**config.mk**
```make
export PLATFORM = sky130hd
export DESIGN_NAME = calc_core_flat
export DESIGN_NICKNAME = d
export VERILOG_FILES = /design/src/rtl/calc_pkg.sv /design/src/rtl/calc_core_if.sv /design/src/rtl/calc_bin2bcd.sv /design/src/rtl/calc_core.sv /design/src/flat_wrapper.sv
export SDC_FILE = /design/constraint.sdc
export NUM_CORES = 1
export LEC_CHECK = 0
export BUFFER_PORTS_ARGS = -buffer_cell sky130_fd_sc_hd__buf_2
export CAP_MARGIN = 20
export CORE_UTILIZATION = 50
export CTS_BUF_LIST = sky130_fd_sc_hd__clkbuf_16
export CTS_CLUSTER_SIZE = 12
export DETAILED_ROUTE_END_ITERATION = 6
export GPL_ROUTABILITY_DRIVEN = 0
export HOLD_SLACK_MARGIN = 0.02
export PLACE_DENSITY = 0.77
export REMOVE_ABC_BUFFERS = 1
export SYNTH_ARGS = -nofsm -noshare
export SYNTH_HDL_FRONTEND = slang
export SYNTH_SLANG_ARGS = --single-unit
```
**constraint.sdc**
```tcl
create_clock -name clk -period 8.35 [get_ports clk]
set_input_delay 1.67 -clock clk [delete_from_list [all_inputs] [get_ports clk]]
set_output_delay 1.67 -clock clk [all_outputs]
set_load 0.01 [all_outputs]
```
**src/rtl/calc_pkg.sv**
```systemverilog
// Shared types and defaults for the keypad calculator arithmetic engine.
package calc_pkg;

  localparam int MAX_DIGITS_DEF = 4;
  localparam int MAX_VAL_DEF    = 9999;
  localparam int MAG_W_DEF      = 14;

  typedef enum logic [1:0] {
    OP_ADD = 2'b00,
    OP_SUB = 2'b01,
    OP_MUL = 2'b10,
    OP_CLR = 2'b11
  } op_e;

  typedef enum logic [2:0] {
    ENTER_A,
    OP_WAIT,
    ENTER_B,
    RESULT,
    ERROR
  } state_e;

endpackage

```
**src/rtl/calc_core_if.sv**
```systemverilog
// Key-event stream in, display value out. BCD signals exist only when
// CALC_BCD_OUT_EN is defined.
interface calc_core_if #(parameter int MAG_W = 14);
  logic             press;
  logic             is_num;
  logic             is_op;
  logic             is_eq;
  logic [3:0]       num_val;
  logic [1:0]       op_val;
  logic [MAG_W-1:0] disp_mag;
  logic             disp_neg;
  logic             err;
  logic             res_valid;
`ifdef CALC_BCD_OUT_EN
  logic [4*calc_pkg::MAX_DIGITS_DEF-1:0] disp_bcd;
  logic                                  bcd_valid;

  modport master (output press, is_num, is_op, is_eq, num_val, op_val,
                  input disp_mag, disp_neg, err, res_valid, disp_bcd, bcd_valid);
  modport slave  (input press, is_num, is_op, is_eq, num_val, op_val,
                  output disp_mag, disp_neg, err, res_valid, disp_bcd, bcd_valid);
`else
  modport master (output press, is_num, is_op, is_eq, num_val, op_val,
                  input disp_mag, disp_neg, err, res_valid);
  modport slave  (input press, is_num, is_op, is_eq, num_val, op_val,
                  output disp_mag, disp_neg, err, res_valid);
`endif
endinterface

```
**src/rtl/calc_bin2bcd.sv**
```systemverilog
// Iterative double-dabble converter; restarts whenever bin_i changes and
// presents the BCD result BIN_W cycles after the restart.
module calc_bin2bcd #(
  parameter int BIN_W  = 14,
  parameter int DIGITS = 4
) (
  input  logic                  clk,
  input  logic                  reset,
  input  logic [BIN_W-1:0]      bin_i,
  output logic [4*DIGITS-1:0]   bcd_o,
  output logic                  valid_o
);
  localparam int SH_W  = 4*DIGITS + BIN_W;
  localparam int CNT_W = $clog2(BIN_W + 1);

  logic [BIN_W-1:0]    last_q;
  logic [SH_W-1:0]     sh_q, sh_adj, sh_d;
  logic [CNT_W-1:0]    cnt_q;
  logic [4*DIGITS-1:0] bcd_q;
  logic                valid_q;

  always_comb begin
    sh_adj = sh_q;
    for (int i = 0; i < DIGITS; i++) begin
      if (sh_adj[BIN_W+4*i +: 4] >= 4'd5)
        sh_adj[BIN_W+4*i +: 4] = sh_adj[BIN_W+4*i +: 4] + 4'd3;
    end
    sh_d = sh_adj << 1;
  end

  always_ff @(posedge clk) begin
    if (reset) begin
      last_q  <= '0;
      sh_q    <= '0;
      cnt_q   <= '0;
      bcd_q   <= '0;
      valid_q <= 1'b0;
    end else if (bin_i != last_q) begin
      last_q  <= bin_i;
      sh_q    <= {{(4*DIGITS){1'b0}}, bin_i};
      cnt_q   <= CNT_W'(BIN_W);
      valid_q <= 1'b0;
    end else if (cnt_q != '0) begin
      sh_q  <= sh_d;
      cnt_q <= cnt_q - 1'b1;
      if (cnt_q == CNT_W'(1)) begin
        bcd_q   <= sh_d[SH_W-1 -: 4*DIGITS];
        valid_q <= 1'b1;
      end
    end
  end

  assign bcd_o   = bcd_q;
  assign valid_o = valid_q;
endmodule

```
**src/rtl/calc_core.sv**
```systemverilog
// Keypad calculator engine: operand entry, add/sub/mul, overflow trap.
// Optional BCD display output is enabled by defining CALC_BCD_OUT_EN.
module calc_core
  import calc_pkg::*;
#(
  parameter int MAX_DIGITS = MAX_DIGITS_DEF,
  parameter int MAX_VAL    = MAX_VAL_DEF,
  parameter int MAG_W      = MAG_W_DEF
) (
  input  logic      clk,
  input  logic      reset,
  calc_core_if.slave bus
);
  localparam int CNT_W = $clog2(MAX_DIGITS + 1);
  localparam int SUM_W = MAG_W + 2;
  localparam int PRD_W = 2 * MAG_W;

  typedef logic signed [MAG_W:0] opnd_t;

  state_e           state_q;
  op_e              op_q;
  opnd_t            a_q, b_q;
  logic [CNT_W-1:0] cnt_q;
  logic [MAG_W-1:0] disp_mag_q;
  logic             disp_neg_q, err_q, res_valid_q;

  logic              ev_eq, ev_op, ev_clr, ev_opr, ev_num, room;
  logic              a_neg, b_neg, r_neg, r_ovf;
  logic [MAG_W-1:0]  a_mag, b_mag, r_mag;
  logic signed [SUM_W-1:0] sum;
  logic [SUM_W-1:0]  sum_abs;
  logic [PRD_W-1:0]  r_wide;
  opnd_t             r_pos, r_val, a_app_d, b_app_d, digit_d;

  always_comb begin
    ev_eq  = bus.press & bus.is_eq;
    ev_op  = bus.press & ~bus.is_eq & bus.is_op;
    ev_clr = ev_op & (bus.op_val == OP_CLR);
    ev_opr = ev_op & (bus.op_val != OP_CLR);
    ev_num = bus.press & ~bus.is_eq & ~bus.is_op & bus.is_num & (bus.num_val <= 4'd9);
    room   = int'(cnt_q) < MAX_DIGITS;

    digit_d = opnd_t'(bus.num_val);
    a_app_d = a_q * opnd_t'(10) + digit_d;
    b_app_d = b_q * opnd_t'(10) + digit_d;

    a_neg = a_q[MAG_W];
    b_neg = b_q[MAG_W];
    a_mag = a_neg ? MAG_W'(-a_q) : MAG_W'(a_q);
    b_mag = b_neg ? MAG_W'(-b_q) : MAG_W'(b_q);

    sum     = (op_q == OP_SUB) ? SUM_W'(a_q) - SUM_W'(b_q) : SUM_W'(a_q) + SUM_W'(b_q);
    sum_abs = sum[SUM_W-1] ? unsigned'(-sum) : unsigned'(sum);

    if (op_q == OP_MUL) begin
      r_wide = PRD_W'(a_mag) * PRD_W'(b_mag);
      r_neg  = a_neg ^ b_neg;
    end else begin
      r_wide = PRD_W'(sum_abs);
      r_neg  = sum[SUM_W-1];
    end
    if (r_wide == '0) r_neg = 1'b0;
    r_ovf = r_wide > PRD_W'(MAX_VAL);
    r_mag = MAG_W'(r_wide);
    r_pos = opnd_t'({1'b0, r_mag});
    r_val = r_neg ? -r_pos : r_pos;
  end

  // Operand entry only ever builds non-negative values, so the raw low bits
  // of A/B are their magnitude while entering.
  always_ff @(posedge clk) begin
    if (reset) begin
      state_q     <= ENTER_A;
      op_q        <= OP_ADD;
      a_q         <= '0;
      b_q         <= '0;
      cnt_q       <= '0;
      disp_mag_q  <= '0;
      disp_neg_q  <= 1'b0;
      err_q       <= 1'b0;
      res_valid_q <= 1'b0;
    end else begin
      res_valid_q <= 1'b0;
      if (ev_clr) begin
        state_q    <= ENTER_A;
        op_q       <= OP_ADD;
        a_q        <= '0;
        b_q        <= '0;
        cnt_q      <= '0;
        disp_mag_q <= '0;
        disp_neg_q <= 1'b0;
        err_q      <= 1'b0;
      end else if (state_q == ENTER_B && (ev_eq || ev_opr)) begin
        res_valid_q <= 1'b1;
        if (r_ovf) begin
          state_q    <= ERROR;
          err_q      <= 1'b1;
          disp_mag_q <= '0;
          disp_neg_q <= 1'b0;
        end else begin
          a_q        <= r_val;
          disp_mag_q <= r_mag;
          disp_neg_q <= r_neg;
          if (ev_eq) begin
            state_q <= RESULT;
          end else begin
            state_q <= OP_WAIT;
            op_q    <= op_e'(bus.op_val);
          end
        end
      end else begin
        case (state_q)
          ENTER_A: begin
            if (ev_eq) begin
              disp_mag_q  <= MAG_W'(a_q);
              disp_neg_q  <= 1'b0;
              res_valid_q <= 1'b1;
              state_q     <= RESULT;
            end else if (ev_opr) begin
              op_q    <= op_e'(bus.op_val);
              state_q <= OP_WAIT;
            end else if (ev_num && room) begin
              a_q        <= a_app_d;
              cnt_q      <= cnt_q + 1'b1;
              disp_mag_q <= MAG_W'(a_app_d);
              disp_neg_q <= 1'b0;
            end
          end
          OP_WAIT, RESULT: begin
            if (ev_opr) begin
              op_q    <= op_e'(bus.op_val);
              state_q <= OP_WAIT;
            end else if (ev_num && !ev_eq) begin
              if (state_q == OP_WAIT) begin
                b_q     <= digit_d;
                state_q <= ENTER_B;
              end else begin
                a_q     <= digit_d;
                state_q <= ENTER_A;
              end
              cnt_q      <= CNT_W'(1);
              disp_mag_q <= MAG_W'(bus.num_val);
              disp_neg_q <= 1'b0;
            end
          end
          ENTER_B: begin
            if (ev_num && room) begin
              b_q        <= b_app_d;
              cnt_q      <= cnt_q + 1'b1;
              disp_mag_q <= MAG_W'(b_app_d);
              disp_neg_q <= 1'b0;
            end
          end
          default: ;
        endcase
      end
    end
  end

  assign bus.disp_mag  = disp_mag_q;
  assign bus.disp_neg  = disp_neg_q;
  assign bus.err       = err_q;
  assign bus.res_valid = res_valid_q;

`ifdef CALC_BCD_OUT_EN
  calc_bin2bcd #(.BIN_W(MAG_W), .DIGITS(MAX_DIGITS)) u_bin2bcd (
    .clk     (clk),
    .reset   (reset),
    .bin_i   (disp_mag_q),
    .bcd_o   (bus.disp_bcd),
    .valid_o (bus.bcd_valid)
  );
`endif
endmodule

```
**src/flat_wrapper.sv**
```systemverilog
// flat-port wrapper written by rule: the top's interface ports become plain ports
module calc_core_flat import calc_pkg::*;
#(
  parameter int MAX_DIGITS = MAX_DIGITS_DEF,
  parameter int MAX_VAL    = MAX_VAL_DEF,
  parameter int MAG_W      = MAG_W_DEF
)
  (clk, reset, bus_press, bus_is_num, bus_is_op, bus_is_eq, bus_num_val, bus_op_val, bus_disp_mag, bus_disp_neg, bus_err, bus_res_valid);
  calc_core_if #(.MAG_W(MAG_W)) bus_i ();
  input  logic clk;
  input  logic reset;
  input wire logic [$bits(bus_i.press)-1:0] bus_press;
  input wire logic [$bits(bus_i.is_num)-1:0] bus_is_num;
  input wire logic [$bits(bus_i.is_op)-1:0] bus_is_op;
  input wire logic [$bits(bus_i.is_eq)-1:0] bus_is_eq;
  input wire logic [$bits(bus_i.num_val)-1:0] bus_num_val;
  input wire logic [$bits(bus_i.op_val)-1:0] bus_op_val;
  output wire logic [$bits(bus_i.disp_mag)-1:0] bus_disp_mag;
  output wire logic [$bits(bus_i.disp_neg)-1:0] bus_disp_neg;
  output wire logic [$bits(bus_i.err)-1:0] bus_err;
  output wire logic [$bits(bus_i.res_valid)-1:0] bus_res_valid;
  assign bus_i.press = bus_press;
  assign bus_i.is_num = bus_is_num;
  assign bus_i.is_op = bus_is_op;
  assign bus_i.is_eq = bus_is_eq;
  assign bus_i.num_val = bus_num_val;
  assign bus_i.op_val = bus_op_val;
  assign bus_disp_mag = bus_i.disp_mag;
  assign bus_disp_neg = bus_i.disp_neg;
  assign bus_err = bus_i.err;
  assign bus_res_valid = bus_i.res_valid;
  calc_core #(.MAX_DIGITS(MAX_DIGITS), .MAX_VAL(MAX_VAL), .MAG_W(MAG_W)) u_core (.clk(clk), .reset(reset), .bus(bus_i));
endmodule
```
-- Yosys cells after proc, flatten, opt, wreduce, memory -nomap -nowiden
Index checks and enable logic that the tools add are counted.
- output and inout port bits: 17
- flip-flop bits (word level): 55
- bits in writable memories: 0
- bits in read-only memories: 0
- latch bits: 0
- memories kept: 0
- order comparisons: 3
- bitwise logic cells: 12
- $add $sub $neg: 9
- reductions and logical operators: 21
- multiply operators: 3
- divide/modulo/power cells: 0
- muxes and demuxes: 63
- eq/ne operators: 26
- shifts and indexed selects: 0
- operator list (cell ; number):
    15-bit 2-to-1 mux ; 13
    14-bit 2-to-1 mux ; 10
    15-bit case mux with 2 select lines ; 2
    14-bit case mux with 3 select lines ; 1
    3-bit 2-to-1 mux ; 11
    16-bit 2-to-1 mux ; 2
    15-bit by 5-bit adder with 15-bit output ; 2
    15-bit by 4-bit multiplier with 14-bit output (second input constant) ; 2
    28-bit by 14-bit greater-than comparator with 1-bit output (second input constant) ; 1
    28-bit zero test ; 1
    14-bit by 14-bit multiplier with 28-bit output ; 1
    28-bit 2-to-1 mux ; 1
    14-bit negator ; 2
    6-bit AND reduction ; 3
    15-bit by 15-bit adder with 16-bit output ; 1
    16-bit negator ; 1
    15-bit by 15-bit subtractor with 16-bit output ; 1
    14-bit negator with 15-bit output ; 1
    2-bit 2-to-1 mux ; 7
    2-bit inequality test (second input constant) ; 7
    1-bit 2-to-1 mux ; 12
    3-bit inequality test (second input constant) ; 4
    4-bit by 1-bit inequality test with 1-bit output (second input constant) ; 3
    3-bit case mux with 3 select lines ; 1
    other kinds (29) ; 47

-- Longest topological paths before layout
Gate-level depths: netlist (run 1).
- word-level depth: 11
- mapped depth: 36
- mapped depth without buffers: 32

-- Least setup slack after synthesis (run 1)
No wires, ideal clock.
- kind: reg-to-reg
- from: reg u_core.a_q[0]
- to: reg u_core.state_q[2]
- period minus slack after synthesis: 8.667 ns
- arrival: 8.552 ns
- data required time: 8.235 ns
- slack: -0.317 ns
- buffers on the path: 4
- cell stages (with the launch flop): 34
- setup time: 0.115 ns
- cells stage by stage: dfxtp_1 clkbuf_1 inv_1 ha_1 nand2_1 or4_1 o41ai_1 xnor2_1 clkbuf_1 nand2_1 fa_1 inv_1 fa_1 fa_1 inv_1 fa_1 fa_1 inv_1 fa_1 ha_1 buf_4 a21oi_1 a211oi_1 nor2_1 a2111oi_4 nand2_1 a2111o_1 or4_1 a2111oi_2 o21bai_2 buf_6 o21a_1 nor2_1 o21a_1
- word-level cells in the longest chain between the ends: 8
- ends and longest elaborated chain (what ; line ; source):
    start, declared ; calc_core.sv:22 ; opnd_t a_q, b_q;
    start signal, assigned ; calc_core.sv:101 ; a_q <= r_val;
    start signal, assigned ; calc_core.sv:123 ; a_q <= a_app_d;
    start signal, assigned ; calc_core.sv:138 ; a_q <= digit_d;
    branches (longest 4 deep; another with 14-bit by 14-bit multiplier with 28-bit output) ; - ;
    28-bit 2-to-1 mux (*) ; calc_core.sv:55 ; if (op_q == OP_MUL) begin
    28-bit by 14-bit greater-than comparator with 1-bit output (*) ; calc_core.sv:63 ; r_ovf = r_wide > PRD_W'(MAX_VAL);
    3-bit 2-to-1 mux (*) ; calc_core.sv:95 ; if (r_ovf) begin
    3-bit 2-to-1 mux (*) ; calc_core.sv:93 ; end else if (state_q == ENTER_B && (ev_eq || ev_opr)) begin
    end signal, assigned ; calc_core.sv:73 ; state_q <= ENTER_A;
    end signal, assigned ; calc_core.sv:96 ; state_q <= ERROR;
    end signal, assigned ; calc_core.sv:105 ; state_q <= RESULT;
    end, declared ; calc_core.sv:20 ; state_e state_q;
Every way passes the cells marked *.
A chain may end at the register's enable or synchronous reset.

-- Worst setup path in the final report (run 1)
- from: reg u_core.b_q[5]
- to: reg u_core.disp_mag_q[12] (netlist: u_core.bus.disp_mag[12])
- word-level cells in the longest chain between the ends: 8
- ends and longest elaborated chain (what ; line ; source):
    start, declared ; calc_core.sv:22 ;
    start signal, assigned ; calc_core.sv:135 ; b_q <= digit_d;
    start signal, assigned ; calc_core.sv:148 ; b_q <= b_app_d;
    branches (longest 7 deep; another with 14-bit by 14-bit multiplier with 28-bit output) ; - ;
    14-bit 2-to-1 mux (*) ; calc_core.sv:93 ;
    end signal, assigned ; calc_core.sv:102 ; disp_mag_q <= r_mag;
    end signal, assigned ; calc_core.sv:115 ; disp_mag_q <= MAG_W'(a_q);
    end signal, assigned ; calc_core.sv:125 ; disp_mag_q <= MAG_W'(a_app_d);
    end, declared ; calc_core.sv:24 ; logic [MAG_W-1:0] disp_mag_q;
Every way passes the cells marked *. The select of a mux whose other input is x is not followed.

==> results of run 1 <==
-- registers in the layout, indices dropped and copies added (netlist names) --
signal                count
u_core.op_q               2
u_core.bus.disp_neg       1
u_core.bus.err            1
u_core.cnt_q              3
u_core.b_q               15
u_core.bus.disp_mag      14
u_core.a_q               15
u_core.state_q            3
u_core.bus.res_valid      1
-- logic make-up (layout without fill, tap and decap cells) --
kind of cell,count (synthesis),count (layout)
simple gates,597,597
compound gates,400,400
fa+ha+maj,308,308
buf+inv,285,479
xor+xnor,136,136
flops,55,55
mux,17,17
-- final timing paths --
path,from,endpoint,slack (ps),depth (start not counted)
setup reg to reg,u_core.b_q[5],u_core.bus.disp_mag[12],-190,32
hold reg to reg,u_core.cnt_q[1],u_core.cnt_q[1],460,2
setup / recovery,u_core.b_q[5],u_core.bus.disp_mag[12],-190,32
hold / removal,u_core.cnt_q[1],u_core.cnt_q[1],460,2
-- cells in the mapped netlist (20+ instances only) --
library cell,number
ha_1,162
nand3_1,34
and2_1,36
o21ai_1,20
dfxtp_1,55
clkbuf_1,52
fa_1,146
a31oi_1,20
xor2_1,62
o21ai_0,81
a211oi_1,20
xnor2_1,74
nand2_1,230
inv_1,207
a21oi_1,117
nor3_1,34
nor2_1,161
-- worst max-delay path: cells and delay by family (launching register included) --
kind	cells	cell delay, ps
compound gates	9	1790
xor+xnor	1	160
fa+ha+maj	7	3340
buf+inv	7	700
flops	1	340
simple gates	8	2140
-- metal layers --
metal | vias to the layer above | part of all wire | track usage
met3 | 224 | 0.081 | 0.0441
li1 | 6474 | - | -
met2 | 736 | 0.48 | 0.541
met4 | 0 | 0.070 | 0.210
met1 | 6767 | 0.37 | 0.369
met5 | - | 0 | 0
-- repair_timing --
item                                    CTS  global route
gates cloned                              3             0
setup buffers                            19            10
gates resized for setup                  97            67
endpoints found under the setup margin   36            36
pin swaps                                77            40
-- area by class of cell --
class	instances	area share
well taps	372	0.0273
flip-flops and latches	55	0.0647
inverters	207	0.0455
clock inverters	3	0.00249
clock buffers	5	0.00733
repair buffers	264	0.120
multi-input cells	1458	0.733
-- power groups by stage --
| stage | sequential (mW) | combinational, mW | clock (mW) |
|---|---|---|---|
| 6_report | 0.296 | 1.44 | 0.241 |
| 5_1_grt | 0.298 | 1.52 | 0.254 |
| 4_1_cts | 0.294 | 1.31 | 0.245 |
| 3_5_place_dp | 0.300 | 1.24 | 0 |
| 3_3_place_gp | 0.299 | 1.21 | 0 |
| 2_1_floorplan | 0.307 | 0.841 | 0 |
==> results.sh, run 1 <==
export IMPL_yosys_area_share_simple=0.198
export IMPL_syn_inst=1798
export IMPL_synth_area_leaders="fa_1 21%, ha_1 14%, dfxtp_1 7.9%"
export IMPL_total_power_mw=1.98
export IMPL_p_comb_frac=0.728
export IMPL_fillers=2214
export IMPL_critical_path_arrival_ps=8770
export IMPL_p_int_mw=0.967
export IMPL_finClkSkew_ps=7.51
export IMPL_final_common_cell="nand2_1"
export IMPL_synth_edf_count=0
export IMPL_synthMuxAreaShare=0.0121
export IMPL_synth_top_family_by_area="adder cells"
export IMPL_initial_utilization=0.514
export IMPL_slew_headroom=0.265
export IMPL_drive_above_1_share=0.214
export IMPL_syn_avg_cell_area_um2=7.80
export IMPL_cts_hold_buffers_added=0
export IMPL_pin_count=29
export IMPL_grt_max_degree=39
export IMPL_h_tree_depth=2
export IMPL_die_x_um=169
export IMPL_vias=14200
export IMPL_grt_pass1_wl_um=71900
export IMPL_synth_distinct_cells=89
export IMPL_max_cap_violations=0
export IMPL_rows=60
export IMPL_dp_cells=2326
export IMPL_die_h_um=169
export IMPL_pwr_share_clk=0.122
export IMPL_finalWorstSetupSlack_ps=-190
export IMPL_multi_input_area_um2=12500
export IMPL_p_seq_frac=0.150
export IMPL_mostFrequentLayoutCells="224 x nand2_1, 217 x buf_4, 196 x inv_1"
export IMPL_yosys_warnings=0
export IMPL_outcome="complete, but fails checks"
export IMPL_fin_util=0.627
export IMPL_async_flop_share=0
export IMPL_period_minus_slack_ps=8540
export IMPL_firstDrtPassIters=7
export IMPL_cts_tree="yes"
export IMPL_vias_per_cell=6.01
export IMPL_cts_sinks=55
export IMPL_power_leakage_nw=8.10
export IMPL_clockRootBuffer="clkbuf_16"
export IMPL_crit_fanout=4
export IMPL_syn_area_um2=14000
export IMPL_synth_compound_area_share=0.192
export IMPL_critPathKind="reg -> reg"
export IMPL_final_cells=2364
export IMPL_drv_slew=0
export IMPL_layout_nets=2311
export IMPL_cp_start_kind="register"
export IMPL_cpMostUsedCell="fa_1"
export IMPL_switching_power_mw=1.01
export IMPL_setup_tns_final_ps=-3500
export IMPL_drc=0
export IMPL_diodes=0
export IMPL_dp_hpwl_um=35300
export IMPL_grt_remaining_overflow=0
export IMPL_yosys_area_share_xor_xnor=0.0850
export IMPL_min_period_over_period=1.02
export IMPL_violations="negative setup slack"
export IMPL_ys_seq_elements=55
export IMPL_synth_ff_type="dfxtp_1"
export IMPL_numPortBuffers=28
export IMPL_cp_slowest_cell="fa_2"
export IMPL_wl_per_cell_um=19.4
export IMPL_grt_util_all_layers=0.316
export IMPL_p_per_area_nw_per_um2=116
export IMPL_clk_pin_slew_ps=70
export IMPL_end_kind="register"
export IMPL_yosys_area_top_type_share=0.209
export IMPL_antenna_found_initial=0
export IMPL_drt_wl_total_um=45800
export IMPL_cts_made_buffers=5
export IMPL_final_area_um2=17100
export IMPL_dp_slack_ps=-625
export IMPL_synth_adder_area_share=0.353
export IMPL_holdWs_ps=465
export IMPL_seq_area_frac_synth=0.0786
export IMPL_critPathMaxStageDelay_ps=650
export IMPL_insertion_delay_ps=300
export IMPL_dr_first_iter_drc_count=1137
export IMPL_synth_top_cell_by_area="fa_1"
export IMPL_clock_fmax_ghz=0.117
export IMPL_die_area_um2=28700
export IMPL_hold_path_class="reg -> reg"
export IMPL_placedInstanceArea_um2=15900
export IMPL_finalSetupViolCount=32
export IMPL_critical_path_required_ps=8580
export IMPL_postRouteAntennaNets=0
export IMPL_max_clock_path_buffers=2
export IMPL_area_growth_pct=21.9
export IMPL_core_um2=27300
export IMPL_grt_setup_unrepaired="yes"
export IMPL_grt_pass1_vias=14200
export IMPL_hold_viol_final=0
export IMPL_regArea_um2=1100
export IMPL_swShare=0.511
export IMPL_peakVddDrop_mv=0.220
export IMPL_worstMarginPinSlew_ps=1090
Note: power is estimated with default switching activity, not from simulation.
==> run 2: changes to the inputs <==
SYNTH_HIERARCHICAL = 1   (was not set)
==> results.sh, run 2 <==
export IMPL_hold_viol_final=0
export IMPL_clk_pin_slew_ps=70
export IMPL_timing_rr_start="u_core/b_q[5]"
export IMPL_numPortBuffers=28
export IMPL_clockRootBuffer="clkbuf_16"
export IMPL_hold_path_class="reg -> reg"
export IMPL_insertion_delay_ps=300
export IMPL_max_clock_path_buffers=2
export IMPL_drt_wl_total_um=44700
export IMPL_initial_utilization=0.510
export IMPL_final_common_cell="nand2_1"
export IMPL_critPathMaxStageDelay_ps=590
export IMPL_cts_tree="yes"
export IMPL_yosys_area_top_type_share=0.213
export IMPL_core_um2=27000
export IMPL_p_seq_frac=0.125
export IMPL_critical_path_arrival_ps=8810
export IMPL_critical_path_required_ps=8580
export IMPL_synth_area_leaders="fa_1 21%, ha_1 15%, dfxtp_1 8.0%"
export IMPL_end_kind="register"
export IMPL_drc=0
export IMPL_cts_sinks=55
export IMPL_mostFrequentLayoutCells="203 x nand2_1, 195 x buf_4, 194 x inv_1"
export IMPL_async_flop_share=0
export IMPL_synth_edf_count=0
export IMPL_critPathKind="reg -> reg"
export IMPL_swShare=0.549
export IMPL_power_leakage_nw=7.95
export IMPL_die_x_um=168
export IMPL_drv_slew=0
export IMPL_dp_hpwl_um=35200
export IMPL_max_cap_violations=0
export IMPL_worstMarginPinSlew_ps=1140
export IMPL_clock_fmax_ghz=0.117
export IMPL_vias=13900
export IMPL_outcome="complete, but fails checks"
export IMPL_synth_top_cell_by_area="fa_1"
export IMPL_violations="negative setup slack"
export IMPL_switching_power_mw=1.39
export IMPL_cpMostUsedCell="fa_1"
export IMPL_synth_distinct_cells=85
export IMPL_grt_max_degree=31
export IMPL_seq_area_frac_synth=0.0801
export IMPL_syn_avg_cell_area_um2=7.80
export IMPL_grt_pass1_wl_um=69900
export IMPL_crit_fanout=5
export IMPL_grt_remaining_overflow=0
export IMPL_syn_area_um2=13700
export IMPL_antenna_found_initial=0
export IMPL_slew_headroom=0.242
export IMPL_p_comb_frac=0.791
export IMPL_grt_setup_unrepaired="yes"
export IMPL_finClkSkew_ps=4.81
export IMPL_die_h_um=168
export IMPL_p_per_area_nw_per_um2=152
export IMPL_vias_per_cell=6.10
export IMPL_rows=60
export IMPL_pwr_share_clk=0.084
export IMPL_peakVddDrop_mv=0.233
export IMPL_h_tree_depth=2
export IMPL_finalWorstSetupSlack_ps=-229
export IMPL_finalSetupViolCount=25
export IMPL_p_int_mw=1.14
export IMPL_cts_hold_buffers_added=0
export IMPL_drive_above_1_share=0.199
export IMPL_cts_made_buffers=5
export IMPL_wl_per_cell_um=19.6
export IMPL_die_area_um2=28100
export IMPL_area_growth_pct=21.0
export IMPL_dr_first_iter_drc_count=1198
export IMPL_synth_ff_type="dfxtp_1"
export IMPL_cp_slowest_cell="or4_4"
export IMPL_firstDrtPassIters=7
export IMPL_diodes=0
export IMPL_postRouteAntennaNets=0
export IMPL_synthTopCellsByCount="211 x nand2_1, 199 x inv_1, 180 x nor2_1, 162 x ha_1, 146 x fa_1"
export IMPL_period_minus_slack_ps=8580
export IMPL_grt_util_all_layers=0.312
export IMPL_syn_inst=1761
export IMPL_placedInstanceArea_um2=15400
export IMPL_fin_util=0.617
export IMPL_hold_start="u_core/bus.disp_neg"
export IMPL_final_area_um2=16600
export IMPL_crit_start="u_core/b_q[5]"
export IMPL_min_period_over_period=1.03
export IMPL_pin_count=29
export IMPL_synth_most_common_cell="nand2_1"
export IMPL_cp_start_kind="register"
export IMPL_layout_nets=2259
export IMPL_ys_seq_elements=55
export IMPL_yosys_warnings=6
export IMPL_grt_pass1_vias=13700
-- run 2: changes by cell type in the layout (fill, tap and decap cells not counted), sizes merged, moves of 9 or more --
cell,before,now
and2,36,25
nand2b,13,25
nand2,230,211
a21oi,120,97
buf,264,245
o31ai,9,21
nor2,161,180
o21ai,101,90
nor3,35,24
or3,17,8
xnor2,74,63
-- run 2: layer usage --
layer | routed length, um | vias up | track usage | share of wire
met5 | 0 | - | 0 | 0
met4 | 2880 | 0 | 0.175 | 0.064
met3 | 3850 | 210 | 0.0390 | 0.086
met2 | 21400 | 744 | 0.538 | 0.48
met1 | 16600 | 6614 | 0.376 | 0.37
li1 | - | 6337 | - | -
-- run 2: path summary, 6_finish.rpt --
check / to / slack (ps) / depth (start not counted)
max: u_core/a_q[1] / -230 / 31
max reg2reg: u_core/a_q[1] / -230 / 31
min: u_core/bus.disp_neg / 460 / 2
min reg2reg: u_core/bus.disp_neg / 460 / 2
-- run 2: final cells by class --
class | count | area, um2
Tap cell | 341 | 427
Timing Repair Buffer | 246 | 1900
Multi-Input combinational cell | 1431 | 12300
Fill cell | 2180 | 10300
Clock buffer | 5 | 125
Sequential cell | 55 | 1100
Inverter | 200 | 751
Clock inverter | 3 | 18.8
-- run 2: timing repair --
action / 4_1_cts / 5_1_grt
endpoints found under the setup margin: 36 / 36
cloned: 0 / 1
gates resized for setup: 71 / 79
buffers inserted: 18 / 12
pin swaps: 82 / 61
-- run 2: power groups by stage --
stage,Clock (mW),Sequential (mW),Combinational (mW)
after floorplan,0,0.329,1.16
final,0.213,0.316,2.01
after CTS,0.214,0.313,1.84
after global placement,0,0.318,1.77
after detailed placement,0,0.319,1.79
after global routing,0.225,0.319,2.12
-- run 2: cells by family after synthesis --
group	Yosys count	synth area share
buf+inv	275	0.0771
fa+ha+maj	308	0.360
simple gates	593	0.202
xor+xnor	132	0.0847
flops	55	0.0801
compound gates	384	0.185
mux	14	0.0108
-- run 2: critical path, delay by kind of cell, from the launching register on --
kind / cells / cell delay [ps]
simple gates: 6 / 1860
flops: 1 / 320
compound gates: 8 / 1950
fa+ha+maj: 7 / 3180
mux: 1 / 290
xor+xnor: 2 / 200
buf+inv: 7 / 720
-- run 2: metrics by stage --
stage	worst slack [ps]	total power, mW	TNS (ps)	cells	hold slack, ps
after floorplan	-580	1.49	-13680	1686	445
after global placement	-550	2.08	-14120	2239	445
after detailed placement	-706	2.11	-18970	2240	443
after CTS	-76.7	2.37	-186	2266	460
after global routing	-495	2.67	-11830	2281	488
final	-229	2.53	-2990	2281	459
